### src/rtl/fifo_stream_reader.sv
// Read-side master for syncfifo: issues FIFO reads, absorbs the one-cycle
// registered read latency and presents a valid/ready stream with a burst "last" tag.
module fifo_stream_reader #(
    parameter int unsigned datawidth = 32,
    parameter int unsigned lenwidth  = 8
) (
    input  logic                 clk,
    input  logic                 rst,
    input  logic                 en,
    input  logic [lenwidth-1:0]  burst_len,
    output logic                 fifo_cs,
    output logic                 fifo_ren,
    input  logic [datawidth-1:0] fifo_dout,
    input  logic                 fifo_empty,
    output logic                 m_valid,
    input  logic                 m_ready,
    output logic [datawidth-1:0] m_data,
    output logic                 m_last,
    output logic                 busy,
    output logic [15:0]          words_out
);
    localparam logic [1:0] IDLE  = 2'd0;
    localparam logic [1:0] RUN   = 2'd1;
    localparam logic [1:0] DRAIN = 2'd2;

    localparam logic [lenwidth-1:0] ONE = lenwidth'(1);

    logic [1:0]           state;
    logic [1:0]           occ;
    logic                 pend;
    logic [lenwidth-1:0]  cnt;
    logic [lenwidth-1:0]  cnt_inc;
    logic [lenwidth-1:0]  burst_len_q;
    logic [datawidth-1:0] data0;
    logic [datawidth-1:0] data1;
    logic                 last0;
    logic                 last1;
    logic                 pop;
    logic                 push;
    logic                 push_last;
    logic                 start;
    logic [2:0]           inflight;
    logic [1:0]           slot;

    assign m_valid   = (occ != 2'd0);
    assign m_data    = data0;
    assign m_last    = last0 & m_valid;
    assign pop       = m_valid & m_ready;
    assign push      = pend;
    assign busy      = (state != IDLE);
    assign start     = (state == IDLE) & en;
    assign cnt_inc   = cnt + ONE;
    assign push_last = (burst_len_q != '0) && (cnt_inc == burst_len_q);

    // Words already committed to the buffer after this edge; a read is only
    // issued when its returning word is guaranteed a free slot.
    assign inflight = {1'b0, occ} + {2'b00, pend} - {2'b00, pop};
    assign fifo_ren = (state == RUN) & en & ~fifo_empty & (inflight < 3'd2);
    assign fifo_cs  = fifo_ren;

    // Tail index for the incoming word, taking a same-cycle pop into account.
    assign slot = occ - {1'b0, pop};

    always_ff @(posedge clk or negedge rst) begin
        if (!rst) begin
            state       <= IDLE;
            burst_len_q <= '0;
        end else begin
            case (state)
                IDLE: begin
                    if (en) begin
                        state       <= RUN;
                        burst_len_q <= burst_len;
                    end
                end
                RUN: begin
                    if (!en) state <= DRAIN;
                end
                DRAIN: begin
                    if (en) state <= RUN;
                    else if (!pend && occ == 2'd0) state <= IDLE;
                end
                default: state <= IDLE;
            endcase
        end
    end

    always_ff @(posedge clk or negedge rst) begin
        if (!rst) begin
            pend <= 1'b0;
            cnt  <= '0;
        end else begin
            pend <= fifo_ren;
            if (start) cnt <= '0;
            else if (push) cnt <= push_last ? '0 : cnt_inc;
        end
    end

    always_ff @(posedge clk or negedge rst) begin
        if (!rst) begin
            occ   <= 2'd0;
            data0 <= '0;
            data1 <= '0;
            last0 <= 1'b0;
            last1 <= 1'b0;
        end else begin
            assert (!(push && slot == 2'd2));
            occ <= occ + {1'b0, push} - {1'b0, pop};
            if (pop) begin
                data0 <= data1;
                last0 <= last1;
            end
            if (push) begin
                if (slot == 2'd0) begin
                    data0 <= fifo_dout;
                    last0 <= push_last;
                end else begin
                    data1 <= fifo_dout;
                    last1 <= push_last;
                end
            end
        end
    end

    always_ff @(posedge clk or negedge rst) begin
        if (!rst) begin
            words_out <= '0;
        end else if (pop && words_out != 16'hFFFF) begin
            words_out <= words_out + 16'd1;
        end
    end
endmodule

### config.mk
export PLATFORM = sky130hd
export DESIGN_NAME = fifo_stream_reader
export DESIGN_NICKNAME = d
export VERILOG_FILES = /design/src/rtl/fifo_stream_reader.sv
export SDC_FILE = /design/constraint.sdc
export NUM_CORES = 1
export LEC_CHECK = 0
export ABC_AREA = 1
export BUFFER_PORTS_ARGS = -buffer_cell sky130_fd_sc_hd__buf_2
export CORE_UTILIZATION = 47
export DETAILED_ROUTE_END_ITERATION = 12
export PLACE_DENSITY = 0.7
export SETUP_SLACK_MARGIN = 0.2
export SLEW_MARGIN = 25
export SYNTH_ARGS = -nofsm -noshare
export SYNTH_HDL_FRONTEND = slang
export SYNTH_SLANG_ARGS = --single-unit
### constraint.sdc
create_clock -name clk -period 5.7 [get_ports clk]
set_input_delay 0.285 -clock clk [delete_from_list [all_inputs] [get_ports clk]]
set_output_delay 0.285 -clock clk [all_outputs]
set_load 0.005 [all_outputs]
==> metrics.yaml <==
outcome: "finished clean"
fmax_mhz: 253
cts_hold_buffers: 1
final_cells: 793
cts_buffer_depth: 2
fin_nets: 705
fin_hold_ws_ps: 89.5
tritoncts.num_buffers: 9
synth_nets: 615
htreeDepth: 3
yosysSeqAreaShare_pct: 54.6
synth_mux_area_share_pct: 0
track_usage_pct: 21.3
hp-class: "in -> reg"
vdd_ir_drop_max_uv: 264
worst_pin_slew_ps: 875
antenna_cells: 0
synth_top_family_by_area: "simple AND/OR/NAND/NOR gates"
vias: 3993
place_congestion: 0.865
final_cell_mix: "nand2_1, dfrtp_1, buf_2, nor2_1, inv_1"
critPathRequiredTime_ps: 5410
critPathCaptureType: "output port"
p_leak_nw: 2.91
yosys.area_share.adder_pct: 1.48
grt_max_degree: 69
finalWirelength_um: 10400
fp.dieH_um: 102
cts_setup_buffers: 0
synth_ff_type: "dfrtp_1"
grt_overflow: 0
grt_pass1_wl_um: 17200
drive_gt1_share_pct: 20.2
boundaryPins: 98
antenna_left: 0
wl_per_cell_um: 13.1
fin_crit_sh_pct: 69.3
synth_cell_type_count: 31
grt_pass1_vias: 3789
clk_pin_slew_ps: 110
viasPerCell: 5.04
setup_tns_ps: 0
antenna_found_initial: 0
synth-simple-area-share_pct: 25.8
cts_root_buffer: "clkbuf_8"
crit_fanout: 35
p_per_area_mw_per_mm2: 416
synth_compound_area_share_pct: 9.28
placedCellCount: 776
synth_xor_area_share_pct: 2.97
synth_edf_count: 0
drt-pass1-iter-count: 5
dp_hpwl_um: 6950
cts_resized: 0
synth_cells: 565
layout_commonest_cell: "nand2_1"
drcViolationCount: 0
synth-seq-cells: 103
dieArea_mm2: 0.0104
core_mm2: 0.00977
area_delta_synth_final_pct: 16.9
row_count: 36
yosysWarnings: 0
synth_area_mm2: 0.00472
final_hold_viol_count: 0
die_x_um: 102
crit_arrival_ps: 3670
fin_worst_skew_ps: 15.3
drv_slew: 0
start_util_pct: 48.3
drtIter0Drc: 196
clkSinkCount: 103
finalSetupViolations: 0
cap_viol_max_count: 0
synth_area_per_cell_um2: 8.36
io_buffers: 97
async_reset_ff_share_pct: 100
clock_latency_ps: 360
max_slew_margin_pct: 41.4
period_needed_ps: 3950
cp-start-kind: "register"
cts_tree: "yes"
rsz0062_at_grt: "false"
critical_path_class: "reg -> out"
stage by stage:
step	utilization [%]	area, µm²	setup slack, ps	power [mW]
5_1_grt	56.5	5520	1360	2.47
3_3_place_gp	54.1	5290	2200	1.78
4_1_cts	56.4	5520	1660	2.32
3_5_place_dp	54.1	5290	2090	1.82
2_1_floorplan	-	4720	2960	1.54
6_report	56.5	5520	1750	2.29
state kept, by name, summed over array words and instances (netlist names):
signal,cells
burst_len_q,8
last1,1
data1,32
pend,1
words_out,16
state,2
occ,2
last0,1
m_data,32
cnt,8
power breakdown:
group	total [mW]	leakage, nW	internal (mW)	switching, mW
logic	0.686	1.46	0.293	0.392
registers	1.11	1.34	0.968	0.145
clock network	0.494	0.112	0.232	0.262
total	2.29	2.91	1.49	0.800
critical path, cell delays in order, from the launching register on:
cell,delay [ps]
dfrtp_1,420
inv_2,110
nand2_2,70
nand2_2,540
inv_2,470
ha_1,410
inv_1,40
ha_1,180
fa_1,470
nor4_1,400
buf_2,190
Yosys cell counts, types with 3 or more instances:
| cell type | number | share of area [%] |
|---|---|---|
| o21ai_0 | 37 | 3.9 |
| o22ai_1 | 14 | 1.9 |
| nor3_1 | 4 | 0.42 |
| nor2_1 | 63 | 5.0 |
| nand2_1 | 197 | 16 |
| dfrtp_1 | 103 | 55 |
| nand4_1 | 5 | 0.66 |
| buf_2 | 13 | 1.4 |
| clkbuf_1 | 7 | 0.56 |
| inv_2 | 5 | 0.40 |
| nand2_2 | 4 | 0.53 |
| a31oi_1 | 18 | 2.4 |
| inv_1 | 41 | 3.3 |
| xor2_1 | 9 | 1.7 |
| nand3_1 | 15 | 1.6 |
| ha_1 | 4 | 1.1 |
| xnor2_1 | 7 | 1.3 |
| nor2_4 | 3 | 0.72 |
cell type report:
type                       count  area, µm²
inverter                      47        178
clock buffer                  11        151
sequential                   103       2580
multi-input combinational    394       1870
timing repair buffer         100        513
fill                         919       4260
tap                          133        166
clock inverter                 5       63.8
cell families after synthesis:
kind of cell,after synthesis
AND/OR/NAND/NOR,297
flip-flops,103
buffers and inverters,68
adder cells (fa/ha/maj),5
XOR/XNOR,16
AO/OA/AOI/OAI,76
path summary, 6_finish.rpt:
kind | startpoint | end | slack (ps) | depth (start not counted)
worst max register to register | occ[1] | pend | 2460 | 9
worst min register to register | data1[11] | data1[11] | 490 | 2
worst min-delay path | fifo_empty | pend | 90 | 2
max in group asynchronous | rst | data1[0] | 4050 | 3
min in group asynchronous | rst | data1[22] | 430 | 2
worst max-delay path | occ[1] | fifo_ren | 1750 | 10
routing by layer:
metal / wire, µm / global-route usage (%) / vias up / share of wire, %
li1: - / - / 1979 / -
met4: 106 / 5.60 / 0 / 1.0
met2: 5100 / 35.2 / 109 / 49
met3: 563 / 6.09 / 11 / 5.4
met1: 4660 / 27.7 / 1894 / 45
met5: 0 / 0 / - / 0
Note: power is estimated with default switching activity, not from simulation.
